--- src/rtl/fetch_pkg.sv ---
// Shared types and constants for the instruction fetch controller.
package fetch_pkg;

    localparam logic [31:0] DEFAULT_RESET_PC = 32'h0000_0000;
    localparam logic [31:0] DEFAULT_PC_STEP  = 32'd4;

    localparam int FETCH_BUF_DEPTH = 2;
    localparam int FETCH_CNT_W     = $clog2(FETCH_BUF_DEPTH + 1);
    localparam logic [FETCH_CNT_W-1:0] FETCH_BUF_FULL = FETCH_CNT_W'(FETCH_BUF_DEPTH);

    typedef struct packed {
        logic [31:0] pc;
        logic [31:0] instr;
    } fetch_entry_t;

    typedef enum logic {
        IDLE = 1'b0,
        RUN  = 1'b1
    } state_t;

endpackage

--- src/rtl/fetch_skid_buffer.sv ---
// Two-entry FIFO holding fetched words until decode accepts them.
// The head entry is a register so decode sees a stable word under back-pressure.
module fetch_skid_buffer
    import fetch_pkg::*;
(
    input  logic                   clock,
    input  logic                   reset,
    input  logic                   push,
    input  fetch_entry_t           push_data,
    input  logic                   pop,
    input  logic                   flush,
    output logic [FETCH_CNT_W-1:0] count,
    output fetch_entry_t           head
);

    fetch_entry_t tail;
    logic         pop_eff;
    logic         push_eff;

    // Qualify requests: never pop an empty buffer, never overfill it.
    always_comb begin
        pop_eff  = pop && (count != '0);
        push_eff = push && ((count != FETCH_BUF_FULL) || pop_eff);
    end

    // FIFO storage and occupancy; a flush empties the buffer outright.
    always_ff @(posedge clock or posedge reset) begin
        if (reset) begin
            count <= '0;
            head  <= '0;
            tail  <= '0;
        end else if (flush) begin
            count <= '0;
        end else begin
            case ({push_eff, pop_eff})
                2'b11: begin
                    if (count == FETCH_CNT_W'(1)) begin
                        head <= push_data;
                    end else begin
                        head <= tail;
                        tail <= push_data;
                    end
                end
                2'b10: begin
                    if (count == '0) begin
                        head <= push_data;
                    end else begin
                        tail <= push_data;
                    end
                    count <= count + FETCH_CNT_W'(1);
                end
                2'b01: begin
                    head  <= tail;
                    count <= count - FETCH_CNT_W'(1);
                end
                default: begin
                end
            endcase
        end
    end

endmodule

--- src/rtl/fetch_controller.sv ---
// Instruction fetch sequencer for a synchronous-read instruction memory.
// Owns the PC, issues at most one fetch per cycle within buffer credit, tags
// returned words with their PC and flushes everything on a redirect.
module fetch_controller
    import fetch_pkg::*;
#(
    parameter logic [31:0] RESET_PC = DEFAULT_RESET_PC,
    parameter logic [31:0] PC_STEP  = DEFAULT_PC_STEP
)(
    input  logic        clock,
    input  logic        reset,
    input  logic        redirect_valid,
    input  logic [31:0] redirect_pc,
    output logic [31:0] imem_addr,
    input  logic [31:0] imem_rdata,
    output logic        out_valid,
    output logic [31:0] out_pc,
    output logic [31:0] out_instr,
    input  logic        out_ready,
    output logic        fetch_active
);

    state_t                 state;
    state_t                 next_state;
    logic [31:0]            pc;
    logic [31:0]            req_pc;
    logic                   inflight;
    logic [FETCH_CNT_W-1:0] occ;
    fetch_entry_t           head;
    fetch_entry_t           push_data;
    logic                   redirect;
    logic                   pop;
    logic                   push;
    logic                   issue;
    logic [2:0]             credit;

    // State register: IDLE lasts exactly one cycle after reset releases.
    always_ff @(posedge clock or posedge reset) begin
        if (reset) begin
            state <= IDLE;
        end else begin
            state <= next_state;
        end
    end

    // Next state plus the per-cycle fetch decisions.
    always_comb begin
        next_state = state;
        redirect   = 1'b0;
        pop        = 1'b0;
        push       = 1'b0;
        issue      = 1'b0;
        credit     = 3'd0;
        imem_addr  = pc;
        if (state == IDLE) begin
            next_state = RUN;
        end else begin
            redirect = redirect_valid;
            // A redirect flushes the buffer, so decode's accept is moot that cycle.
            pop      = out_valid && out_ready && !redirect_valid;
            // The word returning during a redirect belongs to the abandoned path.
            push     = inflight && !redirect_valid;
            credit   = 3'(occ) + 3'(inflight) - 3'(pop);
            issue    = redirect_valid || (credit <= 3'd1);
            if (redirect_valid) begin
                imem_addr = redirect_pc & ~32'h3;
            end
        end
    end

    // PC, outstanding request tag and in-flight flag.
    always_ff @(posedge clock or posedge reset) begin
        if (reset) begin
            pc       <= RESET_PC;
            req_pc   <= '0;
            inflight <= 1'b0;
        end else begin
            inflight <= issue;
            if (issue) begin
                req_pc <= imem_addr;
                pc     <= imem_addr + PC_STEP;
            end
        end
    end

    assign push_data = '{pc: req_pc, instr: imem_rdata};

    fetch_skid_buffer u_buf (
        .clock     (clock),
        .reset     (reset),
        .push      (push),
        .push_data (push_data),
        .pop       (pop),
        .flush     (redirect),
        .count     (occ),
        .head      (head)
    );

    assign out_valid    = (occ != '0);
    assign out_pc       = head.pc;
    assign out_instr    = head.instr;
    assign fetch_active = issue;

endmodule

--- config.mk ---
export PLATFORM = sky130hd
export DESIGN_NAME = fetch_controller
export DESIGN_NICKNAME = d
export VERILOG_FILES = /design/src/rtl/fetch_pkg.sv /design/src/rtl/fetch_skid_buffer.sv /design/src/rtl/fetch_controller.sv
export SDC_FILE = /design/constraint.sdc
export NUM_CORES = 1
export LEC_CHECK = 0
export ABC_AREA = 1
export BUFFER_PORTS_ARGS = -buffer_cell sky130_fd_sc_hd__buf_2
export CORE_MARGIN = 10
export CORE_UTILIZATION = 57
export DETAILED_ROUTE_END_ITERATION = 8
export GPL_TIMING_DRIVEN = 0
export PLACE_DENSITY_LB_ADDON = 0.12
export SLEW_MARGIN = 20
export SYNTH_ARGS = -nofsm -noshare
export SYNTH_HDL_FRONTEND = slang
export SYNTH_SLANG_ARGS = --single-unit
--- constraint.sdc ---
create_clock -name clock -period 7.1 [get_ports clock]
set_input_delay 1.42 -clock clock [delete_from_list [all_inputs] [get_ports clock]]
set_output_delay 1.42 -clock clock [all_outputs]
set_load 0.01 [all_outputs]
==> results.sh, run 1 <==
export IMPL_status="complete, no violations"
export IMPL_place_area_um2=10690
export IMPL_rrSetupSlack_ns=3.69
export IMPL_crit_path_start="out_ready"
export IMPL_io_buffers=163
export IMPL_slew_headroom=0.5773
export IMPL_cts_num_sinks=194
export IMPL_layout_area_overhead_vs_synth_pct=18.45
export IMPL_ios=166
export IMPL_vias_per_cell=5.463
export IMPL_worst_pin_slew_ns=0.6341
export IMPL_synth_area_leaders="dfrtp_1 51%, nand2_1 13%, nand3_1 9.0%"
export IMPL_worstSetupEndpointType="primary output"
export IMPL_synth_area_um2=9560
export IMPL_intPower_mw=2.995
export IMPL_ys_seq_area_frac=0.5078
export IMPL_grt_pass1_wl_um=42640
export IMPL_r2r_end="pc[7]$_DFFE_PP0P_"
export IMPL_clk_latency_ns=0.43
export IMPL_drive_gt1_frac=0.2107
export IMPL_cts_tree="built"
export IMPL_place_congestion=0.9215
export IMPL_track_usage=0.2353
export IMPL_worstSetupEndpoint="fetch_active"
export IMPL_yosys_cell_types_count=37
export IMPL_crit_type="input pin to primary output"
export IMPL_post_cts_buffers=0
export IMPL_antenna_cells=0
export IMPL_die_area_um2=22350
export IMPL_worstPathRequired_ns=5.68
export IMPL_swShare=0.4083
export IMPL_power_leakage_nw=5.665
export IMPL_synthesis_instances=1190
export IMPL_route_final_wire_length_um=26310
export IMPL_ant_nets=0
export IMPL_grt_overflow_total=0
export IMPL_fmax_ghz=0.1880
export IMPL_min_from="u_buf.tail[4]$_DFFE_PP0P_"
export IMPL_clockBufferDepth=2
export IMPL_rsz0062_at_grt="no"
export IMPL_initial_core_util=0.5786
export IMPL_cellPowerDensity_nw_per_um2=446.9
export IMPL_antenna_found_initial=0
export IMPL_core_um2=16520
export IMPL_synth_top_area_frac=0.5078
export IMPL_worstPathArrival_ns=3.90
export IMPL_grt_pass1_vias=8588
export IMPL_post_route_drc_count=0
export IMPL_synthArstFlopShare=1.000
export IMPL_final_core_util=0.6853
export IMPL_reg2reg_from="u_buf.count[1]$_DFFE_PP0P_"
export IMPL_combinationalPowerShare=0.416
export IMPL_wl_per_cell_um=16.38
export IMPL_avgSynthCellArea_um2=8.034
export IMPL_fp_dieW_um=149.5
export IMPL_yosysMostFrequentCell="nand2_1"
export IMPL_fin_crit_sh=0.7494
export IMPL_ys_warn_count=0
export IMPL_cts_buffers_inserted=17
export IMPL_finalCriticalPeriod_ns=5.320
export IMPL_pre_cts_slack_ns=1.838
export IMPL_vias=8773
export IMPL_ir_drop_mv=0.2219
export IMPL_final_hold_violation_count=0
export IMPL_design_area_um2=11320
export IMPL_r2r_worst_path_cells=16
export IMPL_clk_pin_slew_worst_paths_ns=0.07
export IMPL_p_sw_mw=2.066
export IMPL_cap_violations=0
export IMPL_syn_nets=1265
export IMPL_setup_ws_ns=1.780
export IMPL_synth_edf_count=0
export IMPL_ys_ff_latch=194
export IMPL_crit_fanout=11
export IMPL_hold_class="register to register"
export IMPL_hpwlAfterDp_um=19420
export IMPL_ys_flop_type="dfrtp_1"
export IMPL_finalClockSkew_ns=0.01038
export IMPL_synthTopCellsByCount="321 x nand2_1, 194 x dfrtp_1, 172 x nand3_1, 127 x nor2_1, 99 x inv_1"
export IMPL_post_cts_resized=0
export IMPL_clock_root_buffer="clkbuf_16"
export IMPL_seqPwrFrac=0.377
export IMPL_yosysTopAreaCell="dfrtp_1"
export IMPL_drt_iter0_markers=748
export IMPL_dr_pass1_iters=5
export IMPL_power_frac_clock=0.206
export IMPL_grt_max_degree=106
export IMPL_fin_nets=1448
export IMPL_cts_htree_levels=4
export IMPL_start_kind="input pin"
export IMPL_finalSetupViolations=0
export IMPL_num_rows=47
export IMPL_finalMaxSlewViolations=0
export IMPL_cts_hold_buf=0
export IMPL_die_height_um=149.5
[critical path: stages]
cell	delay, ns
buf_2	0.07
nand2_1	0.14
nor2_1	0.24
ha_1	0.27
inv_1	0.07
ha_1	0.16
fa_1	0.41
nor2_1	0.11
nand3_1	0.07
nand2_1	0.16
clkbuf_1	0.52
buf_2	0.25
[cell families after synthesis]
kind of cell             synth area share
adder cells (fa/ha/maj)          0.009946
flip-flops                         0.5078
other                           0.0003922
AND/OR/NAND/NOR                    0.2970
AO/OA/AOI/OAI                     0.09645
XOR/XNOR                         0.002749
buffers and inverters             0.08572
[per-layer routing]
metal,track usage,part of all wire,vias up
met3,0.05374,0.091,38
met1,0.3126,0.43,4070
met2,0.3767,0.46,413
li1,-,-,4252
met5,0,0,-
met4,0.07066,0.017,0
[cells in the final DEF, fill, tap and decap left out, drive strengths merged, types with 2 or more instances in the layout]
cell    count
a31oi      64
xor2        2
ha          6
nand4       7
o21ai      56
nand2     334
inv       106
nand3     174
nor2      141
o211ai     11
a21oi      18
dfrtp     194
clkinv      4
clkbuf     34
buf       221
bufinv      4
[sequential cells by signal, summed over array words and instances, names as in the netlist]
signal and flops:
inflight 1, pc 32, u_buf.count 2, u_buf.tail 64
req_pc 30, state 1, u_buf.head 64
[power by group through the flow]
| stage | sequential (mW) | clock [mW] | combinational [mW] |
|---|---|---|---|
| global placement | 1.90 | 0 | 2.04 |
| CTS | 1.90 | 1.05 | 2.12 |
| global route | 1.97 | 1.10 | 2.38 |
| floorplan | 1.95 | 0 | 1.33 |
| detailed placement | 1.92 | 0 | 2.10 |
| finish | 1.91 | 1.04 | 2.11 |
[area by class of cell]
cell class              count  area (um^2)
plain buffers              73        440.4
clock buffers              18        439.2
clock inverters            14        198.9
fillers                  1410         5200
inverters                 101        386.6
multi-input cells         822         3886
flip-flops and latches    194         4855
well taps                 220        275.3
repair buffers            164        843.3
[how the worst min path moves through the flow]
stage                            endpoint  depth (start not counted)
2_1_floorplan           pc[3]$_DFFE_PP0P_                          2
3_3_place_gp   u_buf.tail[19]$_DFFE_PP0P_                          2
3_5_place_dp   u_buf.tail[28]$_DFFE_PP0P_                          2
4_1_cts        u_buf.tail[11]$_DFFE_PP0P_                          2
5_1_grt        u_buf.tail[11]$_DFFE_PP0P_                          2
6_report        u_buf.tail[4]$_DFFE_PP0P_                          2
[stage by stage]
stage / hold WS, ns / total power [mW] / TNS (ns) / cells
after CTS: 0.4764 / 5.073 / 0 / 1606
after global placement: 0.4531 / 3.944 / -334.74 / 1573
final: 0.4735 / 5.061 / 0 / 1606
after detailed placement: 0.4595 / 4.025 / 0 / 1574
after global routing: 0.4938 / 5.444 / 0 / 1606
after floorplan: 0.4422 / 3.282 / 0 / 1190
No activity file was read; power rests on OpenSTA's default activity.
==> inputs of run 2 (changes only) <==
clock period = 5.3 ns   (was 7.1 ns; I/O delays follow)
==> results.sh, run 2 (synthesis gave the netlist of run 1 again) <==
export IMPL_rrSetupSlack_ns=1.90
export IMPL_mostFrequentLayoutCells="321 x nand2_1, 199 x buf_2, 194 x dfrtp_1"
export IMPL_antenna_cells=0
export IMPL_grtUsageMet1=0.3158
export IMPL_track_usage=0.2418
export IMPL_reg_top3="u_buf.head (64), u_buf.tail (64), pc (32)"
export IMPL_fp_dieW_um=149.5
export IMPL_cap_violations=0
export IMPL_dr_pass1_iters=5
export IMPL_finalMaxSlewViolations=0
export IMPL_cts_htree_levels=4
export IMPL_place_area_um2=10780
export IMPL_finalSetupViolations=0
export IMPL_r2r_end="pc[7]$_DFFE_PP0P_"
export IMPL_cts_buffers_inserted=17
export IMPL_pre_cts_slack_ns=0.7450
export IMPL_cts_tree="built"
export IMPL_hold_path_cell_count=2
export IMPL_die_area_um2=22350
export IMPL_post_route_drc_count=0
export IMPL_crit_fanout=11
export IMPL_clk_pin_slew_worst_paths_ns=0.07
export IMPL_use_met2=0.3944
export IMPL_drive_gt1_frac=0.2129
export IMPL_antenna_found_initial=0
export IMPL_worstSetupEndpointType="primary output"
export IMPL_grt_use_met3=0.05133
export IMPL_cts_hold_buf=0
export IMPL_io_buffers=163
export IMPL_hold_class="register to register"
export IMPL_fin_nets=1453
export IMPL_ir_drop_mv=0.2887
export IMPL_design_area_um2=11350
export IMPL_route_final_wire_length_um=26510
export IMPL_worstPathArrival_ns=3.72
export IMPL_final_hold_violation_count=0
export IMPL_fin_tns_setup_ns=0
export IMPL_layout_area_overhead_vs_synth_pct=18.73
export IMPL_status="complete, no violations"
export IMPL_place_congestion=0.9065
export IMPL_grt_pass1_wl_um=43610
export IMPL_grt_overflow_total=0
export IMPL_final_common_cell="nand2_1"
export IMPL_clock_root_buffer="clkbuf_16"
export IMPL_fin_crit_sh=0.9010
export IMPL_final_core_util=0.6869
export IMPL_finalCriticalPeriod_ns=4.775
export IMPL_busiest_layer="met2"
export IMPL_grt_max_degree=35
export IMPL_holdPathEnd="u_buf.tail[3]$_DFFE_PP0P_"
export IMPL_r2r_worst_path_cells=16
export IMPL_clk_latency_ns=0.43
export IMPL_worstPathRequired_ns=4.24
export IMPL_num_rows=47
export IMPL_post_cts_resized=0
export IMPL_holdWs_ns=0.4740
export IMPL_slew_headroom=0.5808
export IMPL_cellPowerDensity_nw_per_um2=586.5
export IMPL_power_leakage_nw=5.666
export IMPL_wl_per_cell_um=16.47
export IMPL_setup_ws_ns=0.5247
export IMPL_min_from="u_buf.tail[3]$_DFFE_PP0P_"
export IMPL_grt_pass1_vias=8652
export IMPL_drt_iter0_markers=571
export IMPL_die_height_um=149.5
export IMPL_start_kind="register"
export IMPL_vias=8710
export IMPL_vias_per_cell=5.410
export IMPL_ios=166
export IMPL_post_cts_buffers=0
export IMPL_finalClockSkew_ns=0.004695
export IMPL_rsz0062_at_grt="no"
export IMPL_ant_nets=0
export IMPL_fmax_ghz=0.2094
export IMPL_reg2reg_from="u_buf.count[1]$_DFFE_PP0P_"
export IMPL_hpwlAfterDp_um=20130
export IMPL_clockBufferDepth=2
export IMPL_worst_pin_slew_ns=0.6288
export IMPL_cts_num_sinks=194
export IMPL_initial_core_util=0.5786
export IMPL_core_um2=16520
export IMPL_crit_type="register to primary output"
run 2: changes by cell type in the layout (fill, tap and decap cells not counted):
cell,before,now
buf_12,1,7
inv_8,1,0
clkinvlp_4,1,5
clkinv_2,2,4
buf_16,1,0
inv_6,5,2
clkinv_4,2,1
bufinv_16,4,2
run 2: layer usage:
layer	vias up	wire [um]
met4	0	360
met3	28	2166
met1	4091	11510
met5	-	0
li1	4254	-
met2	337	12470
run 2: per-stage QoR:
step / total power [mW] / instances
6_report: 6.657 / 1610
5_1_grt: 7.203 / 1610
3_5_place_dp: 5.404 / 1579
3_3_place_gp: 5.281 / 1573
4_1_cts: 6.685 / 1610
2_1_floorplan: 4.397 / 1190
run 2: worst max-delay path by stage:
stage | startpoint | endpoint | slack, ns | cells after the start
floorplan | out_ready | fetch_active | 1.44 | 10
global placement | reset | pc[29]$_DFFE_PP0P_ | 0.57 | 2
detailed placement | out_ready | fetch_active | 0.75 | 12
CTS | u_buf.count[1]$_DFFE_PP0P_ | fetch_active | 0.52 | 14
global route | u_buf.count[1]$_DFFE_PP0P_ | fetch_active | 0.30 | 14
finish | u_buf.count[1]$_DFFE_PP0P_ | fetch_active | 0.52 | 14
run 2: power by group:
group          switching [mW]  total [mW]  leakage, nW  internal [mW]
registers               0.379        2.55         2.36           2.17
logic                    1.80        2.84         3.03           1.04
clock network           0.560        1.26        0.274          0.704
total                    2.74        6.66         5.67           3.91
run 2: area by class of cell:
| class | instances | area (um^2) |
|---|---|---|
| clock buffer | 18 | 439.2 |
| clock inverter | 13 | 136.4 |
| multi-input combinational | 822 | 3886 |
| buffer | 73 | 440.4 |
| fill | 1438 | 5174 |
| tap | 220 | 275.3 |
| timing repair buffer | 169 | 935.9 |
| inverter | 101 | 382.9 |
| sequential | 194 | 4855 |
run 2: critical path, cell delays in order (launching register included):
cell and delay (ns):
dfrtp_1 0.40, inv_1 0.13, ha_1 0.23, inv_1 0.10
nand2_1 0.17, nor2_1 0.24, ha_1 0.28, inv_1 0.06
ha_1 0.15, fa_1 0.42, nor2_1 0.11, nand3_1 0.07
nand2_1 0.16, clkbuf_1 0.52, buf_2 0.25
